<file path="src/rtl/fixed_point_pkg.sv">
// Signed fixed-point sample type shared by the perceptron datapath and its monitors.
// Q8.8 format: +1.0 is 16'sh0100.
package FixedPoint;
  typedef logic signed [15:0] sfp;
  localparam sfp SFP_ZERO = '0;
endpackage

</file>
<file path="src/rtl/perceptron_train_monitor_if.sv">
// Sample stream and training-status bundle between a perceptron and its training monitor.
interface perceptron_train_monitor_if;
  logic            start;
  logic            sample_valid;
  FixedPoint::sfp  prediction;
  FixedPoint::sfp  expected;
  logic            training;
  logic [15:0]     epoch;
  logic [7:0]      epoch_errors;
  logic [15:0]     total_errors;
  logic            converged;
  logic            timeout;
  logic            done;

  modport master (
    output start, sample_valid, prediction, expected,
    input  training, epoch, epoch_errors, total_errors, converged, timeout, done
  );

  modport slave (
    input  start, sample_valid, prediction, expected,
    output training, epoch, epoch_errors, total_errors, converged, timeout, done
  );
endinterface

</file>
<file path="src/rtl/perceptron_train_monitor.sv">
// Counts perceptron misclassifications per epoch and ends a training run on
// convergence (enough clean epochs in a row) or on reaching the epoch limit.
//
//   state     | meaning
//   ----------+-----------------------------------------------------------
//   IDLE      | no run since reset; waiting for start
//   RUN       | training enabled; accepting labelled samples
//   CONVERGED | run ended after CLEAN_EPOCHS consecutive error-free epochs
//   TIMEOUT   | run ended after MAX_EPOCHS epochs without converging
module perceptron_train_monitor #(
  parameter int SAMPLES_PER_EPOCH = 4,
  parameter int MAX_EPOCHS        = 10,
  parameter int CLEAN_EPOCHS      = 2
) (
  input logic                        clk,
  input logic                        rst,
  perceptron_train_monitor_if.slave  mon
);

  typedef enum logic [1:0] {
    IDLE      = 2'd0,
    RUN       = 2'd1,
    CONVERGED = 2'd2,
    TIMEOUT   = 2'd3
  } state_t;

  localparam logic [7:0]  LAST_IDX  = 8'(SAMPLES_PER_EPOCH - 1);
  localparam logic [15:0] MAX_EP    = 16'(MAX_EPOCHS);
  localparam logic [15:0] CLEAN_REQ = 16'(CLEAN_EPOCHS);

  state_t      state_q, state_n;
  logic [7:0]  sample_idx_q, sample_idx_n;
  logic [7:0]  run_errors_q, run_errors_n;
  logic [15:0] clean_cnt_q, clean_cnt_n;
  logic [15:0] epoch_q, epoch_n;
  logic [7:0]  epoch_errors_q, epoch_errors_n;
  logic [15:0] total_errors_q, total_errors_n;
  logic        converged_q, converged_n;
  logic        timeout_q, timeout_n;
  logic        done_q, done_n;
  logic        training_q, training_n;

  logic        pred_class;
  logic        exp_class;
  logic        mismatch;
  logic [7:0]  run_errors_upd;
  logic [15:0] epoch_upd;
  logic [15:0] clean_upd;

  assign pred_class = (mon.prediction > FixedPoint::SFP_ZERO);
  assign exp_class  = (mon.expected   > FixedPoint::SFP_ZERO);
  assign mismatch   = pred_class ^ exp_class;

  always_ff @(posedge clk) begin
    if (rst) begin
      state_q        <= IDLE;
      sample_idx_q   <= '0;
      run_errors_q   <= '0;
      clean_cnt_q    <= '0;
      epoch_q        <= '0;
      epoch_errors_q <= '0;
      total_errors_q <= '0;
      converged_q    <= 1'b0;
      timeout_q      <= 1'b0;
      done_q         <= 1'b0;
      training_q     <= 1'b0;
    end else begin
      state_q        <= state_n;
      sample_idx_q   <= sample_idx_n;
      run_errors_q   <= run_errors_n;
      clean_cnt_q    <= clean_cnt_n;
      epoch_q        <= epoch_n;
      epoch_errors_q <= epoch_errors_n;
      total_errors_q <= total_errors_n;
      converged_q    <= converged_n;
      timeout_q      <= timeout_n;
      done_q         <= done_n;
      training_q     <= training_n;
    end
  end

  always_comb begin
    state_n        = state_q;
    sample_idx_n   = sample_idx_q;
    run_errors_n   = run_errors_q;
    clean_cnt_n    = clean_cnt_q;
    epoch_n        = epoch_q;
    epoch_errors_n = epoch_errors_q;
    total_errors_n = total_errors_q;
    converged_n    = converged_q;
    timeout_n      = timeout_q;
    done_n         = 1'b0;
    run_errors_upd = run_errors_q;
    epoch_upd      = epoch_q + 16'd1;
    clean_upd      = clean_cnt_q;

    if (mismatch && (run_errors_q != 8'hFF)) begin
      run_errors_upd = run_errors_q + 8'd1;
    end

    case (state_q)
      RUN: begin
        if (mon.sample_valid) begin
          if (mismatch && (total_errors_q != 16'hFFFF)) begin
            total_errors_n = total_errors_q + 16'd1;
          end
          if (sample_idx_q == LAST_IDX) begin
            clean_upd      = (run_errors_upd == 8'd0) ? clean_cnt_q + 16'd1 : 16'd0;
            epoch_n        = epoch_upd;
            epoch_errors_n = run_errors_upd;
            clean_cnt_n    = clean_upd;
            run_errors_n   = '0;
            sample_idx_n   = '0;
            // Convergence wins when the last allowed epoch is also the clean one.
            if (clean_upd == CLEAN_REQ) begin
              state_n     = CONVERGED;
              converged_n = 1'b1;
              done_n      = 1'b1;
            end else if (epoch_upd == MAX_EP) begin
              state_n   = TIMEOUT;
              timeout_n = 1'b1;
              done_n    = 1'b1;
            end
          end else begin
            sample_idx_n = sample_idx_q + 8'd1;
            run_errors_n = run_errors_upd;
          end
        end
      end
      default: begin
        if (mon.start) begin
          state_n        = RUN;
          sample_idx_n   = '0;
          run_errors_n   = '0;
          clean_cnt_n    = '0;
          epoch_n        = '0;
          epoch_errors_n = '0;
          total_errors_n = '0;
          converged_n    = 1'b0;
          timeout_n      = 1'b0;
        end
      end
    endcase

    training_n = (state_n == RUN);
  end

  assign mon.training     = training_q;
  assign mon.epoch        = epoch_q;
  assign mon.epoch_errors = epoch_errors_q;
  assign mon.total_errors = total_errors_q;
  assign mon.converged    = converged_q;
  assign mon.timeout      = timeout_q;
  assign mon.done         = done_q;

endmodule

</file>
<file path="src/flat_wrapper.sv">
// flat-port wrapper written by rule: the top's interface ports become plain ports
module perceptron_train_monitor_flat 
#(
  parameter int SAMPLES_PER_EPOCH = 4,
  parameter int MAX_EPOCHS        = 10,
  parameter int CLEAN_EPOCHS      = 2
)
  (clk, rst, mon_start, mon_sample_valid, mon_prediction, mon_expected, mon_training, mon_epoch, mon_epoch_errors, mon_total_errors, mon_converged, mon_timeout, mon_done);
  perceptron_train_monitor_if mon_i ();
  input logic clk;
  input logic rst;
  input wire logic [$bits(mon_i.start)-1:0] mon_start;
  input wire logic [$bits(mon_i.sample_valid)-1:0] mon_sample_valid;
  input wire logic [$bits(mon_i.prediction)-1:0] mon_prediction;
  input wire logic [$bits(mon_i.expected)-1:0] mon_expected;
  output wire logic [$bits(mon_i.training)-1:0] mon_training;
  output wire logic [$bits(mon_i.epoch)-1:0] mon_epoch;
  output wire logic [$bits(mon_i.epoch_errors)-1:0] mon_epoch_errors;
  output wire logic [$bits(mon_i.total_errors)-1:0] mon_total_errors;
  output wire logic [$bits(mon_i.converged)-1:0] mon_converged;
  output wire logic [$bits(mon_i.timeout)-1:0] mon_timeout;
  output wire logic [$bits(mon_i.done)-1:0] mon_done;
  assign mon_i.start = mon_start;
  assign mon_i.sample_valid = mon_sample_valid;
  assign mon_i.prediction = mon_prediction;
  assign mon_i.expected = mon_expected;
  assign mon_training = mon_i.training;
  assign mon_epoch = mon_i.epoch;
  assign mon_epoch_errors = mon_i.epoch_errors;
  assign mon_total_errors = mon_i.total_errors;
  assign mon_converged = mon_i.converged;
  assign mon_timeout = mon_i.timeout;
  assign mon_done = mon_i.done;
  perceptron_train_monitor #(.SAMPLES_PER_EPOCH(SAMPLES_PER_EPOCH), .MAX_EPOCHS(MAX_EPOCHS), .CLEAN_EPOCHS(CLEAN_EPOCHS)) u_core (.clk(clk), .rst(rst), .mon(mon_i));
endmodule
</file>
<file path="config.mk">
export PLATFORM = sky130hd
export DESIGN_NAME = perceptron_train_monitor_flat
export DESIGN_NICKNAME = d
export VERILOG_FILES = /design/src/rtl/fixed_point_pkg.sv /design/src/rtl/perceptron_train_monitor_if.sv /design/src/rtl/perceptron_train_monitor.sv /design/src/flat_wrapper.sv
export SDC_FILE = /design/constraint.sdc
export NUM_CORES = 1
export LEC_CHECK = 0
export ABC_CLOCK_PERIOD_IN_PS = 3500
export BUFFER_PORTS_ARGS = -buffer_cell sky130_fd_sc_hd__buf_2
export CORE_UTILIZATION = 56
export DETAILED_ROUTE_END_ITERATION = 10
export PLACE_DENSITY = 0.8
export RECOVER_POWER = 50
export SKIP_CTS_REPAIR_TIMING = 1
export SLEW_MARGIN = 15
export SYNTH_ARGS = -nofsm -noshare
export SYNTH_HDL_FRONTEND = slang
export SYNTH_SLANG_ARGS = --single-unit
export TNS_END_PERCENT = 20
</file>
<file path="constraint.sdc">
create_clock -name clk -period 3.5 [get_ports clk]
set_clock_uncertainty 0.15 [all_clocks]
set_input_delay 0.7 -clock clk [delete_from_list [all_inputs] [get_ports clk]]
set_output_delay 0.7 -clock clk [all_outputs]
set_load 0.01 [all_outputs]
</file>
==> out/metrics.yaml, run 1 <==
gp_congestion: 0.973
drv_cap: 0
timing.hold.ws_ns: 0.312
syn_to_final_growth_pct: 14.4
grt_pass1_vias: 4043
tightest_slew_ns: 0.794
synth_area_per_cell_sq_um: 7.88
critical-path-max-stage-delay_ns: 0.55
synth_area_sq_um: 4520
routedWlPerCell_um: 14.9
maxSlewViolCount: 0
drc_errors: 0
relSlewSlack_pct: 46.6
synth-seq-area-share_pct: 34.6
required_ns: 3.67
cts_root_buffer: "clkbuf_8"
setup_viol: 0
drive_gt1_share_pct: 13.3
cts_tree: "yes"
grt_pass1_wl_um: 18600
synthTopCellsByArea: "dfxtp_1 (35%), nor2_1 (5.9%), nand2_1 (5.5%), nand4_1 (3.9%), xnor2_1 (3.5%)"
endpoint_kind: "flip-flop"
cts_buffer_depth: 2
antenna_found_initial: 0
ir_drop_mv: 0.215
p_leak_nw: 1.80
post-synth-top-area-cell: "dfxtp_1"
path_max_fanout: 9
drt_iter0_drc: 269
hold_viol: 0
syn_inst: 573
synth_seq_cells: 78
insertion_delay_ns: 0.36
numCtsBuffers: 9
first_pass_iters: 7
die_y_um: 91.8
clkSlewWorstSetupHoldPaths_ns: 0.09
outcome: "finished, final reports clean"
wl_um: 11200
numClockSinks: 78
fmax_mhz: 319
cp_num_buf_inv: 0
synth_commonest_cells: "dfxtp_1 (78), nor2_1 (71), nand2_1 (66), o21ai_0 (30), nand4_1 (28)"
io_buffer_count: 79
yosysWarnings: 0
rsz0062_at_grt: "no"
crit_slowest_cell: "a2111oi_0"
core.rowCount: 32
ant_nets: 0
fp.dieW_um: 91.8
min_period_over_period_pct: 89.6
num_io_pins: 80
detailed_place_hpwl_um: 8030
synth_ff_type: "dfxtp_1"
netlist-cell-type-count: 66
synth_edf_count: 0
cp.arrival_ns: 3.30
synthMostInstantiatedCell: "dfxtp_1"
yosysTopAreaCellShare_pct: 34.6
n_antenna_cell: 0
grt_max_degree: 33
p_per_area_nw_per_um2: 347
p_total_mw: 1.79
async_reset_ff_share_pct: 0
grtUsageTotal_pct: 27.0
initial_utilization_pct: 58.2
worstPathCellList: "ha_1 > nor4b_2 > and3_1 > nand3_1 > a2111oi_0 > nand4_1 > a41oi_1 > o21a_1"
vias_per_cell: 5.99
final_cell_area_sq_um: 5170
crit_type: "reg -> reg"
placed_area_sq_um: 5020
htreeDepth: 3
dieArea_sq_um: 8430
overflow: 0
nNetsFinal: 690
dr_total_vias: 4519
crit_family: "simple AND/OR/NAND/NOR gates"
min_period_ns: 3.13
fin_tns_setup_ns: 0
syn_nets: 615
start_kind: "flip-flop"
core-area_sq_um: 7770
hp-class: "reg -> reg"
==> cell type report <==
cell class | count | area (sq um)
sequential | 78 | 1560
clock buffer | 9 | 124
timing repair buffer | 94 | 439
clock inverter | 7 | 103
fill | 680 | 2600
tap | 102 | 128
inverter | 10 | 37.5
multi-input combinational | 455 | 2780
==> cell families after synthesis <==
family | count (synthesis) | share of synthesized area, %
AO/OA/AOI/OAI | 121 | 19.2
XOR/XNOR | 28 | 5.43
adder cells (fa/ha/maj) | 6 | 1.66
buffers and inverters | 40 | 3.79
flip-flops | 78 | 34.6
multiplexers | 5 | 1.11
AND/OR/NAND/NOR | 295 | 34.2
==> stage by stage <==
step	worst slack, ns	util, %	instances
global route	0.205	66.6	755
floorplan	0.672	-	573
finish	0.365	66.6	755
global placement	0.227	64.6	739
CTS	0.390	67.5	755
detailed placement	0.123	64.6	739
==> metal layers <==
| layer | vias to the layer above | GRT usage, % | part of all wire [%] |
|---|---|---|---|
| met4 | 0 | 10.7 | 2.2 |
| met5 | - | 0 | 0 |
| met1 | 2106 | 35.7 | 45 |
| li1 | 2250 | - | - |
| met2 | 141 | 43.7 | 47 |
| met3 | 22 | 4.73 | 5.5 |
==> registers in the layout, indices dropped and copies added, names as in the netlist <==
| signal | cells |
|---|---|
| u_core.mon.done | 1 |
| u_core.mon.epoch | 16 |
| u_core.mon.epoch_errors | 8 |
| u_core.mon.timeout | 1 |
| u_core.state_q | 2 |
| u_core.mon.total_errors | 16 |
| u_core.mon.training | 1 |
| u_core.run_errors_q | 8 |
| u_core.clean_cnt_q | 16 |
| u_core.sample_idx_q | 8 |
| u_core.mon.converged | 1 |
==> cell usage in the layout, fill, tap and decap left out, types with 4 or more instances in the layout <==
cell type	Yosys	final
dfxtp_1	78	78
nor2_1	71	71
nand2_1	66	66
clkbuf_1	17	47
buf_2	9	35
o21ai_0	30	30
nand4_1	28	28
nand3_1	24	24
a21oi_1	24	24
nor3_1	18	18
xnor2_1	18	18
and3_1	14	14
and2_1	13	12
nor4_1	11	11
or3_1	11	11
buf_4	0	11
inv_1	10	10
xor2_1	10	10
clkbuf_8	0	9
nand3b_1	6	6
o21ai_1	6	6
ha_1	6	6
mux2i_1	5	5
o211ai_1	5	5
o2111ai_1	5	5
o211ai_2	5	5
nor4_2	4	4
and4_1	4	4
a31oi_1	4	4
o31ai_1	4	4
o21a_1	4	4
nor2b_1	4	4
a211oi_1	4	4
inv_6	0	4
==> report_power, final <==
group / total [mW] / internal (mW) / switching [mW]
Combinational: 0.112 / 0.0398 / 0.0720
Sequential: 0.894 / 0.890 / 0.00405
Clock: 0.788 / 0.412 / 0.376
Total: 1.79 / 1.34 / 0.452
==> worst reg2reg max path: stages, from the launching register on <==
cell and delay [ns]:
dfxtp_1 0.43, ha_1 0.24, nor4b_2 0.35, and3_1 0.45, nand3_1 0.12, a2111oi_0 0.55
nand4_1 0.34, a41oi_1 0.33, o21a_1 0.14
==> path summary, 6_finish.rpt <==
kind / slack, ns / cells past startpoint / end / start
setup / recovery: 0.37 / 8 / u_core.mon.timeout$_SDFFE_PP0P_ / u_core.sample_idx_q[0]$_SDFFE_PP0P_
hold / removal: 0.31 / 2 / u_core.mon.epoch_errors[0]$_SDFFE_PP0P_ / u_core.mon.epoch_errors[0]$_SDFFE_PP0P_
setup reg to reg: 0.37 / 8 / u_core.mon.timeout$_SDFFE_PP0P_ / u_core.sample_idx_q[0]$_SDFFE_PP0P_
hold reg to reg: 0.31 / 2 / u_core.mon.epoch_errors[0]$_SDFFE_PP0P_ / u_core.mon.epoch_errors[0]$_SDFFE_PP0P_
No activity file was read; power rests on OpenSTA's default activity.
==> run 2: changes to the inputs <==
Settings changed: BUFFER_PORTS_ARGS -buffer_cell sky130_fd_sc_hd__buf_2 to default, CORE_UTILIZATION 56 to 60, DONT_BUFFER_PORTS from default to 1, PLACE_DENSITY 0.8 to 0.76.
==> out/metrics.yaml, run 2 (synthesis results as in run 1) <==
cp.arrival_ns: 3.32  # +0.02 ns
outcome: "finished, final reports clean"
required_ns: 3.63  # -0.04 ns
ff2ff_setup_slack_ns: 0.30  # -0.06 ns
fin_tns_setup_ns: 0  # unchanged
dp_slack_ns: 0.230  # +0.108 ns
tightest_slew_ns: 0.780  # -0.0145 ns
io_buffer_count: 0  # -100%
placed_area_sq_um: 4580  # -8.7%
detailed_place_hpwl_um: 7310  # -8.9%
routedWlPerCell_um: 15.6  # +4.9%
drive_gt1_share_pct: 8.26  # -5.1 points
cts_buffer_depth: 2  # unchanged
die_y_um: 88.8  # -3.3%
fp.dieW_um: 88.8  # -3.3%
min_period_ns: 3.20  # +0.0611 ns
vias_per_cell: 6.28  # +4.9%
crit_family: "simple AND/OR/NAND/NOR gates"
core-area_sq_um: 7250  # -6.6%
start_kind: "flip-flop"
n_antenna_cell: 0  # unchanged
hold_start: "rst"
hold_viol: 0  # unchanged
hold_path_end: "u_core.mon.epoch[13]$_SDFFE_PP0P_"
clkSlewWorstSetupHoldPaths_ns: 0.08  # about the same
place_inst: 652  # -12%
drt_iter0_drc: 236  # -12%
final_cell_mix: "dfxtp_1 (78), nor2_1 (71), nand2_1 (66)"
min_path_cells: 1  # -1
routed.top_layer: "met4"
crit_slowest_cell: "a2111oi_4"
wl_met1_um: 4760  # -6.6%
core.rowCount: 31  # -3.1%
insertion_delay_ns: 0.35  # about the same
ir_drop_mv: 0.248  # +15%
rr_endpoint: "u_core.clean_cnt_q[4]$_SDFFE_PP0P_"
initial_utilization_pct: 62.3  # +4.1 points
grt_pass1_vias: 3610  # -11%
crit_type: "reg -> reg"
fin_ws_ns: 0.304  # -0.0611 ns
post-route-util_pct: 66.3  # -0.25 points
p_total_mw: 1.79  # -0.41%
numClockSinks: 78  # unchanged
cts_root_buffer: "clkbuf_8"
dr_total_vias: 4196  # -7.1%
ant_nets: 0  # unchanged
numCtsBuffers: 9  # unchanged
dieArea_sq_um: 7880  # -6.5%
rsz0062_at_grt: "no"
grt_max_degree: 34  # +3.0%
hp-class: "in -> reg"
final_cell_area_sq_um: 4810  # -7.0%
relSlewSlack_pct: 47.7  # +1.1 points
met3_length_um: 635  # +2.6%
gp_congestion: 0.966  # -0.69%
drc_errors: 0  # unchanged
timing.hold.ws_ns: 0.254  # -0.0583 ns
drv_cap: 0  # unchanged
syn_to_final_growth_pct: 6.45
overflow: 0  # unchanged
p_per_area_nw_per_um2: 371  # +7.1%
wl_um: 10400  # -7.2%
r2r_cells: 9  # +1
nNetsFinal: 606  # -12%
cp.depth: 9  # +1
critical-path-max-stage-delay_ns: 0.43  # -0.12 ns
maxSlewViolCount: 0  # unchanged
grt_pass1_wl_um: 16800  # -9.3%
grtUsageTotal_pct: 27.1  # +0.10 points
worstPathCellList: "ha_1 > nor4b_2 > and3_1 > clkbuf_1 > nand2_1 > a2111oi_4 > nand3_1 > buf_4 > o211ai_1"
wl_met2_um: 4950  # -6.1%
num_io_pins: 80  # unchanged
antenna_found_initial: 0  # unchanged
mostFrequentLayoutCell: "dfxtp_1"
final_cells: 668  # -12%
p_leak_nw: 1.59  # -12%
first_pass_iters: 4  # -3
fmax_mhz: 313  # -1.9%
path_max_fanout: 11  # +2
reg2reg_from: "u_core.sample_idx_q[0]$_SDFFE_PP0P_"
cp_num_buf_inv: 2  # +2
cts_tree: "yes"
setup_viol: 0  # unchanged
endpoint_kind: "flip-flop"
min_period_over_period_pct: 91.3  # +1.7 points
htreeDepth: 3  # unchanged
## run 2: cell types whose count changed in the layout (fill, tap and decap cells not counted), sizes merged
cell | previous run | this run
clkbuf | 57 | 13
bufinv | 2 | 3
inv | 14 | 10
buf | 46 | 7
clkinvlp | 1 | 2
clkinv | 0 | 1
## run 2: how the worst max path moves through the flow
| stage | startpoint | to | slack [ns] |
|---|---|---|---|
| 6_report | u_core.sample_idx_q[0]$_SDFFE_PP0P_ | u_core.clean_cnt_q[4]$_SDFFE_PP0P_ | 0.30 |
| 5_1_grt | u_core.sample_idx_q[1]$_SDFFE_PP0P_ | u_core.mon.timeout$_SDFFE_PP0P_ | 0.06 |
| 4_1_cts | u_core.sample_idx_q[0]$_SDFFE_PP0P_ | u_core.mon.timeout$_SDFFE_PP0P_ | 0.44 |
| 3_5_place_dp | mon_expected[0] | u_core.clean_cnt_q[4]$_SDFFE_PP0P_ | 0.23 |
| 3_3_place_gp | mon_prediction[2] | u_core.clean_cnt_q[4]$_SDFFE_PP0P_ | 0.23 |
| 2_1_floorplan | mon_prediction[2] | u_core.mon.done$_SDFF_PP0_ | 0.67 |
## run 2: worst reg2reg max path: cells and delay by family (launching register included)
family	cells	cell delay [ns]
adders and majority gates	1	0.24
and+or+nand+nor	4	1.17
DFF	1	0.42
AOI/OAI and AO/OA	2	0.60
buffers and inverters	2	0.54
## run 2: area by class of cell
class / instances / area (sq um)
clock buffer: 10 / 128
clock inverter: 6 / 110
fill: 643 / 2440
inverter: 10 / 37.5
multi-input combinational: 455 / 2790
sequential: 78 / 1560
tap: 99 / 124
timing repair buffer: 10 / 63.8
## run 2: per-layer routing
metal | global-route usage, % | up-vias
li1 | - | 2075
met1 | 36.0 | 1978
met2 | 43.5 | 134
met3 | 7.00 | 9
met4 | 7.33 | 0
met5 | 0 | -
## run 2: where the power goes
part           total [mW]  switching (mW)  internal, mW
registers           0.895         0.00507         0.890
logic              0.0781          0.0566        0.0215
clock network       0.813           0.341         0.473
total                1.79           0.402          1.38
==> run 3: changes to the inputs <==
--- a/config.mk
+++ b/config.mk
@@ -10,4 +10,5 @@
 export DETAILED_ROUTE_END_ITERATION = 10
 export DONT_BUFFER_PORTS = 1
+export GPL_TIMING_DRIVEN = 0
 export PLACE_DENSITY = 0.76
 export RECOVER_POWER = 50
==> constraint.sdc (replaced) <==
create_clock -name clk -period 3.5 [get_ports clk]
set_clock_uncertainty 0.15 [all_clocks]
set_input_delay 0.525 -clock clk [delete_from_list [all_inputs] [get_ports clk]]
set_output_delay 0.525 -clock clk [all_outputs]
set_load 0.01 [all_outputs]
==> out/metrics.yaml, run 3 (synthesis results as in run 1) <==
outcome: "finished, final reports clean"
min_period_ns: 3.06  # -0.138 ns
routedWlPerCell_um: 15.8  # +1.3%
dr_total_vias: 4322  # +3.0%
io_buffer_count: 0  # unchanged
p_leak_nw: 1.61  # +1.4%
cp_num_buf_inv: 1  # -1
fp.dieW_um: 88.8  # unchanged
final_cell_mix: "dfxtp_1 (78), nor2_1 (71), nand2_1 (66)"
endpoint_kind: "flip-flop"
rsz0062_at_grt: "no"
die_y_um: 88.8  # unchanged
dieArea_sq_um: 7880  # unchanged
r2r_cells: 9  # unchanged
fmax_mhz: 327  # +4.5%
initial_utilization_pct: 62.3  # unchanged
required_ns: 3.65  # +0.02 ns
hp-class: "in -> reg"
setup_viol: 0  # unchanged
cts_buffer_depth: 2  # unchanged
numClockSinks: 78  # unchanged
rr_endpoint: "u_core.mon.timeout$_SDFFE_PP0P_"
relSlewSlack_pct: 45.2  # -2.5 points
crit_family: "simple AND/OR/NAND/NOR gates"
insertion_delay_ns: 0.35  # about the same
worstPathCellList: "ha_1 > nor4b_2 > and3_1 > clkbuf_1 > nand3_1 > a2111oi_0 > nand4_1 > a41oi_1 > o21a_1"
ir_drop_mv: 0.214  # -14%
crit_type: "reg -> reg"
fin_tns_setup_ns: 0  # unchanged
core-area_sq_um: 7250  # unchanged
clkSlewWorstSetupHoldPaths_ns: 0.08  # about the same
tightest_slew_ns: 0.815  # +0.0350 ns
nNetsFinal: 626  # +3.3%
drc_errors: 0  # unchanged
overflow: 0  # unchanged
min_period_over_period_pct: 87.4  # -3.9 points
detailed_place_hpwl_um: 7780  # +6.4%
cts_tree: "yes"
grt_pass1_wl_um: 17700  # +4.8%
numCtsBuffers: 9  # unchanged
hold_path_end: "u_core.clean_cnt_q[0]$_SDFFE_PP0P_"
ant_nets: 0  # unchanged
final_cells: 689  # +3.1%
vias_per_cell: 6.27  # -0.14%
drive_gt1_share_pct: 8.83  # +0.57 points
first_pass_iters: 4  # unchanged
critical-path-max-stage-delay_ns: 0.56  # +0.13 ns
start_kind: "flip-flop"
drv_cap: 0  # unchanged
mostFrequentLayoutCell: "dfxtp_1"
drt_iter0_drc: 248  # +5.1%
path_max_fanout: 6  # -5
syn_to_final_growth_pct: 7.39
core.rowCount: 31  # unchanged
hold_start: "rst"
p_per_area_nw_per_um2: 349  # -6.0%
grt_max_degree: 14  # -59%
final_cell_area_sq_um: 4850  # +0.88%
min_path_cells: 1  # unchanged
grt_pass1_vias: 3709  # +2.7%
ff2ff_setup_slack_ns: 0.44  # +0.14 ns
maxSlewViolCount: 0  # unchanged
place_inst: 672  # +3.1%
reg2reg_from: "u_core.sample_idx_q[0]$_SDFFE_PP0P_"
htreeDepth: 3  # unchanged
antenna_found_initial: 1  # +1
wl_um: 10900  # +4.5%
placed_area_sq_um: 4640  # +1.3%
crit_slowest_cell: "a2111oi_0"
hold_viol: 0  # unchanged
gp_congestion: 0.877  # -9.2%
num_io_pins: 80  # unchanged
cp.arrival_ns: 3.20  # -0.12 ns
cts_root_buffer: "clkbuf_8"
grtUsageTotal_pct: 28.8  # +1.7 points
## run 3: area by class of cell
type                       count  area, sq um
clock inverter                 5         57.6
multi-input combinational    455         2790
fill                         665         2400
antenna                        1         2.50
buffer                        30          133
sequential                    78         1560
tap                           99          124
inverter                      10         37.5
clock buffer                  11          151
## run 3: how the worst max path moves through the flow
stage / from / endpoint / slack [ns] / cells after the start
2_1_floorplan: mon_prediction[2] / u_core.mon.done$_SDFF_PP0_ / 0.85 / 8
3_3_place_gp: mon_prediction[2] / u_core.mon.done$_SDFF_PP0_ / 0.33 / 8
3_5_place_dp: mon_prediction[2] / u_core.mon.done$_SDFF_PP0_ / 0.28 / 8
4_1_cts: u_core.sample_idx_q[0]$_SDFFE_PP0P_ / u_core.mon.timeout$_SDFFE_PP0P_ / 0.46 / 9
5_1_grt: u_core.sample_idx_q[0]$_SDFFE_PP0P_ / u_core.mon.timeout$_SDFFE_PP0P_ / 0.20 / 9
6_report: u_core.sample_idx_q[0]$_SDFFE_PP0P_ / u_core.mon.timeout$_SDFFE_PP0P_ / 0.44 / 9
## run 3: metal layers
metal  wire length [um]  vias up  global-route usage (%)
met5                  0        -                       0
met4                155        0                    10.9
met3                748       16                    6.34
met2               5130      154                    45.3
met1               4860     2024                    38.6
li1                   -     2128                       -
## run 3: metrics by stage
| step | setup slack [ns] | hold WS [ns] | util, % | power (mW) |
|---|---|---|---|---|
| finish | 0.442 | 0.121 | 66.9 | 1.69 |
| global route | 0.201 | 0.117 | 66.9 | 1.76 |
| CTS | 0.463 | 0.110 | 66.9 | 1.71 |
| detailed placement | 0.279 | 0.346 | 64.0 | 1.00 |
| global placement | 0.326 | 0.338 | 64.0 | 1.00 |
| floorplan | 0.847 | 0.321 | - | 0.978 |
## run 3: power by group
group	total, mW	internal [mW]	switching (mW)
sequential	0.894	0.890	0.00400
combinational	0.0910	0.0227	0.0683
clock	0.709	0.367	0.341
